==> src/rtl/imem_loader.sv <==
// -----------------------------------------------------------------------------
// imem_loader
//
// Boot loader for the core's instruction RAM. Bytes arrive over a valid/ready
// stream (typically a UART receiver). The loader assembles them into
// little-endian 32-bit words and writes them to the IRAM write port. The CPU
// is held in reset until a complete, well-formed image has been written.
//
// Frame: LEN_L, LEN_H (16-bit word count N), 4*N data bytes (first byte of a
// word lands in bits [7:0]), then an optional checksum byte.
//
// Optional feature macro: LOADER_CHECKSUM_EN
//   defined   : an 8-bit running sum over LEN_L..last data byte is kept and a
//               trailing checksum byte must match it, otherwise ERR.
//   undefined : no checksum byte; the last data byte completes the load.
//
// Ports
//   clock        in   single clock, all state on its rising edge
//   reset        in   asynchronous active-high reset, clears all state
//   rx_data      in   stream byte
//   rx_valid     in   rx_data valid
//   rx_ready     out  loader accepts a byte (transfer = rx_valid & rx_ready)
//   rearm        in   restart a load from DONE/ERR, ignored in other states
//   mem_addr     out  IRAM word address
//   mem_din      out  IRAM write data
//   mem_wren     out  IRAM write strobe, single-cycle pulse
//   cpu_hold     out  1 = keep the core in reset
//   done         out  image loaded successfully, core released
//   error        out  load failed (length overflow or checksum mismatch)
//   words_loaded out  number of words written during this load
// -----------------------------------------------------------------------------
module imem_loader #(
    parameter int ADDR_W = 8,
    parameter int DATA_W = 32
) (
    input  logic              clock,
    input  logic              reset,
    input  logic [7:0]        rx_data,
    input  logic              rx_valid,
    output logic              rx_ready,
    input  logic              rearm,
    output logic [ADDR_W-1:0] mem_addr,
    output logic [DATA_W-1:0] mem_din,
    output logic              mem_wren,
    output logic              cpu_hold,
    output logic              done,
    output logic              error,
    output logic [ADDR_W:0]   words_loaded
);

    localparam int          DEPTH   = 1 << ADDR_W;
    localparam logic [16:0] DEPTH_L = 17'(DEPTH);

`ifdef LOADER_CHECKSUM_EN
    typedef enum logic [2:0] {
        S_LEN0, S_LEN1, S_DATA, S_CSUM, S_DONE, S_ERR
    } state_t;
`else
    typedef enum logic [2:0] {
        S_LEN0, S_LEN1, S_DATA, S_DONE, S_ERR
    } state_t;
`endif

    state_t          state_reg;
    logic [7:0]      len_l_reg;
    // Only the low ADDR_W+1 bits of N are kept: anything larger than DEPTH
    // is rejected before it is stored.
    logic [ADDR_W:0] len_reg;
    logic [1:0]      lane_reg;

    logic            transfer;
    logic [15:0]     len_n;
    logic [ADDR_W:0] words_inc;
    logic            last_word;

    assign transfer  = rx_valid & rx_ready;
    assign len_n     = {rx_data, len_l_reg};
    assign words_inc = words_loaded + 1'b1;
    assign last_word = (words_inc == len_reg);

    // -------------------------------------------------------------------------
    // Byte lanes 0..2 of the word being assembled. Lane 3 is never stored: it
    // is taken straight from rx_data on the cycle the word completes, so the
    // write goes out without a bubble.
    // -------------------------------------------------------------------------
    generate
        for (genvar gi = 0; gi < 3; gi++) begin : g_lane
            logic [7:0] byte_reg;
            always_ff @(posedge clock or posedge reset) begin
                if (reset) begin
                    byte_reg <= 8'h00;
                end else if (state_reg == S_DATA && transfer &&
                             lane_reg == 2'(gi)) begin
                    byte_reg <= rx_data;
                end
            end
        end
    endgenerate

`ifdef LOADER_CHECKSUM_EN
    logic [7:0] sum_reg;
`endif

    // -------------------------------------------------------------------------
    // Main FSM. rx_ready is registered and always set together with the
    // state it belongs to, so it is 1 exactly in the accepting states (and
    // 0 during the first cycle after reset while it is still being raised).
    // -------------------------------------------------------------------------
    always_ff @(posedge clock or posedge reset) begin
        if (reset) begin
            state_reg    <= S_LEN0;
            len_l_reg    <= 8'h00;
            len_reg      <= '0;
            lane_reg     <= 2'd0;
            rx_ready     <= 1'b0;
            mem_addr     <= '0;
            mem_din      <= '0;
            mem_wren     <= 1'b0;
            cpu_hold     <= 1'b1;
            done         <= 1'b0;
            error        <= 1'b0;
            words_loaded <= '0;
`ifdef LOADER_CHECKSUM_EN
            sum_reg      <= 8'h00;
`endif
        end else begin
            mem_wren <= 1'b0;

            case (state_reg)
                S_LEN0: begin
                    rx_ready <= 1'b1;
                    if (transfer) begin
                        len_l_reg <= rx_data;
                        state_reg <= S_LEN1;
                    end
                end

                S_LEN1: begin
                    if (transfer) begin
                        if ({1'b0, len_n} > DEPTH_L) begin
                            state_reg <= S_ERR;
                            rx_ready  <= 1'b0;
                            error     <= 1'b1;
                        end else if (len_n == 16'd0) begin
`ifdef LOADER_CHECKSUM_EN
                            state_reg <= S_CSUM;
`else
                            state_reg <= S_DONE;
                            rx_ready  <= 1'b0;
                            cpu_hold  <= 1'b0;
                            done      <= 1'b1;
`endif
                        end else begin
                            len_reg   <= len_n[ADDR_W:0];
                            lane_reg  <= 2'd0;
                            state_reg <= S_DATA;
                        end
                    end
                end

                S_DATA: begin
                    if (transfer) begin
                        if (lane_reg == 2'd3) begin
                            mem_din      <= {rx_data, g_lane[2].byte_reg,
                                             g_lane[1].byte_reg,
                                             g_lane[0].byte_reg};
                            mem_addr     <= words_loaded[ADDR_W-1:0];
                            mem_wren     <= 1'b1;
                            words_loaded <= words_inc;
                            lane_reg     <= 2'd0;
                            if (last_word) begin
`ifdef LOADER_CHECKSUM_EN
                                state_reg <= S_CSUM;
`else
                                state_reg <= S_DONE;
                                rx_ready  <= 1'b0;
                                cpu_hold  <= 1'b0;
                                done      <= 1'b1;
`endif
                            end
                        end else begin
                            lane_reg <= lane_reg + 2'd1;
                        end
                    end
                end

`ifdef LOADER_CHECKSUM_EN
                S_CSUM: begin
                    if (transfer) begin
                        rx_ready <= 1'b0;
                        if (rx_data == sum_reg) begin
                            state_reg <= S_DONE;
                            cpu_hold  <= 1'b0;
                            done      <= 1'b1;
                        end else begin
                            // Written words stay in IRAM but the core is
                            // never released on a bad image.
                            state_reg <= S_ERR;
                            error     <= 1'b1;
                        end
                    end
                end
`endif

                S_DONE, S_ERR: begin
                    rx_ready <= 1'b0;
                    if (rearm) begin
                        state_reg    <= S_LEN0;
                        rx_ready     <= 1'b1;
                        cpu_hold     <= 1'b1;
                        done         <= 1'b0;
                        error        <= 1'b0;
                        words_loaded <= '0;
                        lane_reg     <= 2'd0;
                    end
                end

                default: begin
                    state_reg <= S_LEN0;
                    rx_ready  <= 1'b0;
                end
            endcase

`ifdef LOADER_CHECKSUM_EN
            // Running sum over the length and data bytes; restarts on rearm.
            // The two branches are exclusive: rearm is only seen in DONE/ERR
            // where no byte is accepted.
            if (transfer && (state_reg == S_LEN0 || state_reg == S_LEN1 ||
                             state_reg == S_DATA)) begin
                sum_reg <= sum_reg + rx_data;
            end else if (rearm &&
                         (state_reg == S_DONE || state_reg == S_ERR)) begin
                sum_reg <= 8'h00;
            end
`endif
        end
    end

endmodule

==> config.mk <==
export PLATFORM = sky130hd
export DESIGN_NAME = imem_loader
export DESIGN_NICKNAME = d
export VERILOG_FILES = /design/src/rtl/imem_loader.sv
export SDC_FILE = /design/constraint.sdc
export NUM_CORES = 1
export LEC_CHECK = 0
export BUFFER_PORTS_ARGS = -buffer_cell sky130_fd_sc_hd__buf_2
export CELL_PAD_IN_SITES_DETAIL_PLACEMENT = 1
export CELL_PAD_IN_SITES_GLOBAL_PLACEMENT = 1
export CORE_ASPECT_RATIO = 0.7
export CORE_MARGIN = 5
export CORE_UTILIZATION = 46
export CTS_BUF_LIST = sky130_fd_sc_hd__clkbuf_8
export CTS_CLUSTER_DIAMETER = 40
export CTS_CLUSTER_SIZE = 25
export DETAILED_ROUTE_END_ITERATION = 8
export GPL_TIMING_DRIVEN = 1
export PLACE_DENSITY_LB_ADDON = 0.1
export SLEW_MARGIN = 10
export SYNTH_ARGS = -nofsm -noshare
export SYNTH_HDL_FRONTEND = slang
export SYNTH_SLANG_ARGS = --single-unit
==> constraint.sdc <==
create_clock -name clock -period 4.8 [get_ports clock]
set_clock_uncertainty 0.2 [all_clocks]
set_input_delay 0.96 -clock clock [delete_from_list [all_inputs] [get_ports clock]]
set_output_delay 0.96 -clock clock [all_outputs]
set_load 0.02 [all_outputs]
-- Word level (Yosys, flattened, before mapping)
Cells that the tools add are included.
- bits in registers: 100
- input bits: 12
- output and inout bits: 54
- logic and storage cells: 106
- $add $sub $neg: 2
- order comparisons: 1
- equality and inequality tests: 19
- mux-type cells: 46
- bitwise operators: 3
- reduce and logical (&&, ||, !) cells: 20
- operators with widths (operator ; count):
    2-to-1 mux 9 bit ; 3
    2-to-1 mux 1 bit ; 23
    2-to-1 mux 3 bit ; 7
    != test 2 bit (second input constant) ; 9
    case mux 9 bit (2 select lines) ; 1
    > comparator 16 x 9 -> 1 bit (second input constant) ; 1
    logical NOT 16 bit ; 1
    2-to-1 mux 2 bit ; 6
    case mux 3 bit (4 select lines) ; 1
    AND reduction 4 bit ; 3
    AND reduction 6 bit ; 2
    adder 9 x 1 -> 9 bit (second input constant) ; 1
    == test 9 bit ; 1
    AND reduction 8 bit ; 1
    == test 3 x 2 -> 1 bit (second input constant) ; 2
    case mux 1 bit (3 select lines) ; 2
    case mux 2 bit (3 select lines) ; 1
    AND reduction 5 bit ; 1
    == test 2 bit (second input constant) ; 2
    logical AND 1 bit ; 4
    case mux 1 bit (4 select lines) ; 1
    nonzero test 2 bit ; 2
    == test 3 x 1 -> 1 bit (second input constant) ; 1
    == test 3 bit (second input constant) ; 1
    other kinds (13) ; 14

-- Depth between registers and ports, before layout
Gate-level depths: netlist (run 1).
- depth after elaboration: 6
- mapped depth: 8
- gate-level depth less buffers: 7

-- Worst setup path before layout (run 1)
OpenSTA, ideal clock, no wires.
- path type: input to register
- start: input rx_data[6]
- end: register len_reg[0]
- setup time: 0.125 ns
- arrival: 2.345 ns
- data required time: 4.475 ns
- setup slack: 2.131 ns
- stages on the path: 5
- path buffers: 0
- cells stage by stage: nor4_1 -> nand2_1 -> or3_1 -> nor2_4 -> mux2_2
- word-level cells in the longest chain between the ends: 3
- elaborated cells between the ends (all ways): 5
- classes of those cells: 1 x order compare; 2 x bitwise; 2 x reduce/logical
- ends and longest elaborated chain (element ; line ; RTL):
    start: declaration ; 38 ; input logic [7:0] rx_data,
    > comparator 16 x 9 -> 1 bit or logical NOT 16 bit (tied branches) ; 140, 144 ;
    NOT 1 bit (no line) ; -- ;
    AND reduction 4 bit (no line) * ; -- ;
    end signal: assignment ; 154 ; len_reg <= len_n[ADDR_W:0];
    end: declaration ; 68 ; logic [ADDR_W:0] len_reg;
Mark *: on every way between the ends. The rest lies on a longest branch, timed or not.
A chain may end at the register's enable or synchronous reset.

-- Worst setup path in the final report (run 1)
- start: register words_loaded[0]
- end: register state_reg[1]
- word-level cells in the longest chain between the ends: 4
- ends and longest elaborated chain (element ; line ; RTL):
    start: declaration ; 48 ; output logic [ADDR_W:0] words_loaded
    start signal: assignment ; 169 ; words_loaded <= words_inc;
    adder 9 x 1 -> 9 bit ; 78 ; assign words_inc = words_loaded + 1'b1;
    == test 9 bit ; 79 ; assign last_word = (words_inc == len_reg);
    != test 2 bit (no line) ; -- ;
    AND reduction 6 bit (no line) ; -- ;
    end signal: assignment ; 111 ; state_reg <= S_LEN0;
    end signal: assignment ; 134 ; state_reg <= S_LEN1;
    end signal: assignment ; 141 ; state_reg <= S_ERR;
    end: declaration ; 64 ; state_t state_reg;
Every way passes these cells.

==> results of run 1 <==
## cells in the mapped netlist (all sizes together) (2+ instances only)
cell type,count
nand2,139
dfrtp,99
mux2,43
o21ai,19
nor2,17
a21oi,15
clkbuf,15
inv,9
nand3,9
xnor2,9
ha,5
nand2b,5
o31ai,5
nor4,4
buf,3
mux2i,3
nor3,3
o21a,3
xor2,3
a31o,2
a31oi,2
and2,2
nand4,2
nor3b,2
o41ai,2
or2,2
or3,2
or4,2
## final cells by class
| cell class | count | area, um2 |
|---|---|---|
| Tap cell | 128 | 160 |
| Multi-Input combinational cell | 314 | 1920 |
| Timing Repair Buffer | 68 | 348 |
| Sequential cell | 100 | 2500 |
| Clock buffer | 10 | 138 |
| Clock inverter | 6 | 86.3 |
| Fill cell | 1102 | 4450 |
| Inverter | 10 | 40.0 |
## logic make-up after synthesis
| group | Yosys count | synth area share |
|---|---|---|
| simple gates | 192 | 0.186 |
| flops | 100 | 0.552 |
| compound gates | 59 | 0.0864 |
| mux | 46 | 0.114 |
| buf+inv | 28 | 0.0243 |
| xor+xnor | 12 | 0.0232 |
| fa+ha+maj | 5 | 0.0138 |
## metrics by stage
stage	total power (uW)	util	hold slack (ns)	worst slack [ns]
detailed placement	1320	0.516	0.249	1.75
CTS	1930	0.539	0.274	1.93
finish	1910	0.539	0.268	1.94
global placement	1310	0.516	0.237	1.79
floorplan	1220	-	0.233	1.02
global route	2010	0.539	0.303	1.80
## worst register-to-register path, cell delays in order (launching register included)
cell and delay [ns]:
sky130_fd_sc_hd__dfrtp_1 0.55, sky130_fd_sc_hd__ha_1 0.37, sky130_fd_sc_hd__nand3_2 0.19, sky130_fd_sc_hd__nor2_2 0.26
sky130_fd_sc_hd__xor2_1 0.13, sky130_fd_sc_hd__a2111oi_4 0.53, sky130_fd_sc_hd__a31oi_1 0.20, sky130_fd_sc_hd__mux2_4 0.32
## where the power goes
part,switching [uW],internal (uW)
Combinational,174,139
Sequential,89.3,908
Clock,293,308
Total,556,1360
## worst min path at each step
stage,start,to,slack (ns)
4_1_cts,g_lane[2].byte_reg[4]$_DFFE_PP0P_,mem_din[20]$_DFFE_PP0P_,0.27
5_1_grt,mem_din[16]$_DFFE_PP0P_,mem_din[16]$_DFFE_PP0P_,0.30
2_1_floorplan,g_lane[0].byte_reg[0]$_DFFE_PP0P_,mem_din[0]$_DFFE_PP0P_,0.23
6_report,g_lane[2].byte_reg[4]$_DFFE_PP0P_,mem_din[20]$_DFFE_PP0P_,0.27
3_5_place_dp,g_lane[2].byte_reg[4]$_DFFE_PP0P_,mem_din[20]$_DFFE_PP0P_,0.25
3_3_place_gp,g_lane[1].byte_reg[3]$_DFFE_PP0P_,mem_din[11]$_DFFE_PP0P_,0.24
## per-layer routing
| metal | part of all wire | wire length (um) | vias to the layer above |
|---|---|---|---|
| met3 | 0.060 | 667 | 8 |
| met4 | 0.0067 | 74 | 0 |
| met2 | 0.46 | 5090 | 70 |
| met1 | 0.47 | 5260 | 1740 |
| met5 | 0 | 0 | - |
| li1 | - | - | 1611 |
==> key figures, run 1 <==
Placed design
  • Number of cells after detailed placement: 620
  • Buffers added on ports: 65
  • Placed wire-length estimate after detailed placement: roughly 7800 um
  • Final weighted congestion in routability-driven placement: between 0.7 and 0.8
  • Instance area at placement: between 4000 and 5000 um2

Worst setup path
  • Critical path launch point: words_loaded[0]$_DFFE_PP0P_
  • Number of cell instances on the worst register-to-register path: 7
  • Crit Path Class: reg2reg
  • Worst endpoint data arrival time: 2.92 ns
  • Slowest cell on the critical path: sky130_fd_sc_hd__dfrtp_1
  • Cell-by-cell trace of the critical path: ha_1 -> nand3_2 -> nor2_2 -> xor2_1 -> a2111oi_4 -> a31oi_1 -> mux2_4
  • WP buf/inv: 0
  • Required @ worst endpoint: 4.86 ns
  • Critical path capture point: state_reg[1]$_DFFE_PP0P_
  • Crit Path Max Fanout: 9
  • Element type at the critical path end: register
  • Reg2Reg Setup Slack: roughly 1.9 ns
  • Stages on worst setup path: 7
  • Reg2reg end: state_reg[1]$_DFFE_PP0P_
  • Category of the worst setup path launch point: register
  • Longest individual stage delay on the worst path: ~0.55 ns
  • Worst flop-to-flop path startpoint: words_loaded[0]$_DFFE_PP0P_
  • Kind of cell adding the most delay to the critical path: compound AO/OA/AOI/OAI gates

Layout
  • Commonest non-fill, non-tap cell in the layout: sky130_fd_sc_hd__nand2_1
  • Final Non-Filler Cells: 636
  • Largest register FFs: 32
  • Leading cell types in the layout, fill and taps excluded: 139 x sky130_fd_sc_hd__nand2_1, 99 x sky130_fd_sc_hd__dfrtp_1, 65 x sky130_fd_sc_hd__buf_2
  • Inserted Diodes: 0
  • Net count, final: 520
  • Post-route cell area: 5200 um2
  • Layout cells sized above 1: 0.276
  • Area grow syn2layout: 14.7%

Yosys
  • Cells taking the most area after synthesis: sky130_fd_sc_hd__dfrtp_1 55%, sky130_fd_sc_hd__nand2_1 12%, sky130_fd_sc_hd__mux2_2 10%
  • Async set or reset register ratio after synthesis: 1.00
  • Prevailing post-synth register cell: sky130_fd_sc_hd__dfrtp_1
  • Number of synthesized flops with an enable pin: 0
  • Count of synthesis-stage warnings from yosys: 0
  • Sequential cell area fraction in the yosys report: 0.552
  • Netlist Area Pre-Place: 4530 um2
  • Area share of the largest cell type after synthesis: 0.547
  • Synth Instances: 442
  • Number of storage elements in the synthesis netlist: 100
  • Number of library cell types mapped by synthesis: 54
  • Mapped Nets: 459
  • Most area-hungry cell type in the Yosys netlist: sky130_fd_sc_hd__dfrtp_1
  • Average footprint of a synthesized cell: slightly above 10 um2

CTS
  • Post CTS Setup Buffer Count: 0
  • Number of buffers created by CTS: 9
  • Clk Latency, worst-skew pair: roughly 0.37 ns
  • Deepest clock path buffer count: 2
  • Gates resized, CTS repair: 0
  • TritonCTS clock tree: done
  • # H-tree levels: 3
  • Register clock-pin slew on the reported worst setup and hold paths: 0.09 ns
  • Hold buffer count at cts: 0
  • Root Buffer Master: sky130_fd_sc_hd__clkbuf_8
  • TritonCTS Sinks: 100

Global route
  • Via count of the first global-routing pass: 3655
  • GR Util met2: 0.310
  • Global route hottest layer: met2
  • Antenna violations before repair: 0
  • Largest net degree at the start of global routing: 69
  • Global route overflow: 0
  • Met1 global-route usage: 0.282
  • Wire length of the first global-routing pass: 18700 um
  • Global routing usage summed across all routing layers: 0.198
  • Met3 routing resource usage after global routing: 0.0497

Pwr
  • Maximum ir drop on the vdd rail: ~0.14 mV
  • Leakage: 0.00273 uW
  • Pwr per Cell Area: between 300 and 400 nW/um2

Detailed routing
  • Total detailed-routing wirelength: 11100 um
  • Number of nets with antenna violations after routing: 0
  • Detailed-routing iteration count for the pre-antenna-repair pass: 4
  • Wire per inst: about 17 um
  • Violation count after the first detailed-routing iteration: approximately 150
  • Via count: 3429
  • Vias/cell: 5.39
  • Final routed DRC violation total: 0

Worst hold path
  • Worst Hold Depth: 2
  • Path class of the lowest-slack min-delay path: reg2reg

Die
  • Core area: between 9000 and 10000 um2
  • Initial Utilization: 0.470
  • # IOs: 66
  • Rows: 30
  • Height of the die: 93.1 um
  • Die outline area: 12000 um2
  • Die width: 129 um

Outcome
  • Outcome: finished, final reports clean

Timing
  • Total count of max-transition violations in the final report: 0
  • Maximum operating frequency: 0.350 GHz
  • Number of failing hold endpoints at the final stage: 0
  • Slew at the pin with the worst max-slew slack: 0.959 ns
  • RSZ-0062 raised after global routing: no
  • Setup violators final: 0
  • Post-route fraction of the period consumed by the critical path: 0.596
  • Fin crit period: 2.86 ns
  • Setup TNS: 0 ns
  • Worst rel slew slack: 0.355

Job
  • Max_cap viols: 0
(Power assumes the default switching activity.)
==> inputs of run 2 (changes only) <==
Clock period 4.8 ns to 2.67 ns, I/O delays scaled along.
==> key figures, run 2 (synthesized netlist as in run 1, its figures left out) <==
Global route
  • Wire length of the first global-routing pass: ~19000 um
  • Global routing usage summed across all routing layers: 0.201
  • Antenna violations before repair: 0
  • Via count of the first global-routing pass: between 3000 and 4000
  • Largest net degree at the start of global routing: 101
  • Global route overflow: 0

CTS
  • Hold buffer count at cts: 0
  • TritonCTS Sinks: 100
  • Gates resized, CTS repair: 0
  • TritonCTS clock tree: done
  • Deepest clock path buffer count: 2
  • Clk Latency, worst-skew pair: roughly 0.35 ns
  • Register clock-pin slew on the reported worst setup and hold paths: 0.09 ns
  • Post CTS Setup Buffer Count: 0
  • Root Buffer Master: sky130_fd_sc_hd__clkbuf_8
  • Number of buffers created by CTS: 9
  • # H-tree levels: 3

Layout
  • Final standard cell utilization of the core: 0.541
  • Commonest non-fill, non-tap cell in the layout: sky130_fd_sc_hd__nand2_1
  • Layout cells sized above 1: 0.285
  • Net count, final: 530
  • Multi-input gate area: 1930 um2
  • Sequential cell area in the final layout: between 2000 and 3000 um2
  • Largest register FFs: 32
  • Leading cell types in the layout, fill and taps excluded: 139 x sky130_fd_sc_hd__nand2_1, 99 x sky130_fd_sc_hd__dfrtp_1, 65 x sky130_fd_sc_hd__buf_2
  • Number of fill cells in the layout: 1127
  • Inserted Diodes: 0
  • Area grow syn2layout: 15.0%

Pwr
  • Sequential cell fraction of total power: 0.543
  • Internal: 2230 uW
  • Pwr per Cell Area: 615 nW/um2
  • Part of the power in combinational logic: 0.206
  • Psw: 973 uW
  • Maximum ir drop on the vdd rail: 0.263 mV
  • Leakage: approximately 0.0027 uW
  • Share of power burned in the clock network: 0.251
  • Switching part of the total: 0.304

Timing
  • Total count of max-transition violations in the final report: 0
  • Worst rel slew slack: 0.651
  • Post-layout worst setup margin: 0.158 ns
  • Slew at the pin with the worst max-slew slack: 0.523 ns
  • Fin crit period: 2.51 ns
  • Setup TNS: 0 ns
  • RSZ-0062 raised after global routing: no
  • Number of failing hold endpoints at the final stage: 0
  • Setup violators final: 0
  • Maximum operating frequency: 0.398 GHz
  • Post-route fraction of the period consumed by the critical path: 0.941

Die
  • Die width: 129 um
  • # IOs: 66
  • Die outline area: 12000 um2
  • Core area: between 9000 and 10000 um2
  • Initial Utilization: 0.470
  • Height of the die: 93.1 um
  • Rows: 30

Placed design
  • Placed wire-length estimate after detailed placement: a little over 8000 um
  • Final weighted congestion in routability-driven placement: between 0.8 and 0.9
  • Buffers added on ports: 65
  • Worst slack at placement: approximately 0.080 ns

Worst setup path
  • Required @ worst endpoint: 2.71 ns
  • Crit Path Class: reg2reg
  • Element type at the critical path end: register
  • Worst flop-to-flop path startpoint: len_l_reg[2]$_DFFE_PP0P_
  • Reg2Reg Setup Slack: 0.16 ns
  • Number of cell instances on the worst register-to-register path: 6
  • Worst endpoint data arrival time: ~2.6 ns
  • Crit Path Max Fanout: 9
  • Reg2reg end: len_reg[1]$_DFFE_PP0P_
  • Category of the worst setup path launch point: register

Detailed routing
  • Violation count after the first detailed-routing iteration: 163
  • Number of nets with antenna violations after routing: 0
  • Via count: 3426
  • Vias/cell: approximately 5.3
  • Total detailed-routing wirelength: 11300 um
  • Wire per inst: 17.6 um
  • Final routed DRC violation total: 0
  • Detailed-routing iteration count for the pre-antenna-repair pass: 4

Outcome
  • Outcome: finished, final reports clean

Job
  • Max_cap viols: 0

Worst hold path
  • Path class of the lowest-slack min-delay path: in2async
run 2: how the worst max path moves through the flow:
stage,to,startpoint,slack (ns),depth (start not counted)
after floorplan,state_reg[1]$_DFFE_PP0P_,words_loaded[1]$_DFFE_PP0P_,0.19,7
final,len_reg[1]$_DFFE_PP0P_,len_l_reg[2]$_DFFE_PP0P_,0.16,6
after detailed placement,len_reg[1]$_DFFE_PP0P_,rx_data[6],0.08,6
after global placement,len_reg[8]$_DFFE_PP0P_,rx_data[6],0.08,6
after global routing,len_reg[7]$_DFFE_PP0P_,len_l_reg[2]$_DFFE_PP0P_,0.009,6
after CTS,state_reg[1]$_DFFE_PP0P_,words_loaded[0]$_DFFE_PP0P_,0.13,7
run 2: area by class of cell:
class / count / area share
multi-input cells: 314 / 0.370
clock buffers: 9 / 0.0238
repair buffers: 78 / 0.0835
clock inverters: 4 / 0.00408
inverters: 10 / 0.00792
well taps: 128 / 0.0307
flip-flops and latches: 100 / 0.480
run 2: routing by layer:
| metal | up-vias | global-route usage | routed length (um) |
|---|---|---|---|
| met5 | - | 0 | 0 |
| met4 | 0 | 0.0437 | 95 |
| met3 | 10 | 0.0377 | 412 |
| met2 | 51 | 0.312 | 5190 |
| met1 | 1741 | 0.294 | 5640 |
| li1 | 1624 | - | - |
run 2: stage by stage:
| step | hold WS, ns | area, um2 | std cells | total power, uW |
|---|---|---|---|---|
| floorplan | 0.233 | 4540 | 442 | 2200 |
| global placement | 0.241 | 5060 | 630 | 2400 |
| detailed placement | 0.253 | 5060 | 630 | 2430 |
| CTS | 0.162 | 5210 | 643 | 3250 |
| global route | 0.167 | 5220 | 643 | 3380 |
| finish | 0.139 | 5220 | 643 | 3210 |
run 2: worst max-delay path, cell delays in order (launching register included):
cell	delay [ns]
sky130_fd_sc_hd__dfrtp_1	0.43
sky130_fd_sc_hd__nor4_1	0.37
sky130_fd_sc_hd__nand2_1	0.19
sky130_fd_sc_hd__xnor2_1	0.18
sky130_fd_sc_hd__or3_1	0.39
sky130_fd_sc_hd__nor2_4	0.26
sky130_fd_sc_hd__mux2_2	0.37
run 2: power groups by stage:
stage               registers, uW  logic (uW)  clock network (uW)
global placement             1770         638                   0
detailed placement           1770         662                   0
floorplan                    1760         436                   0
global route                 1760         728                 898
finish                       1740         660                 805
CTS                          1740         667                 840
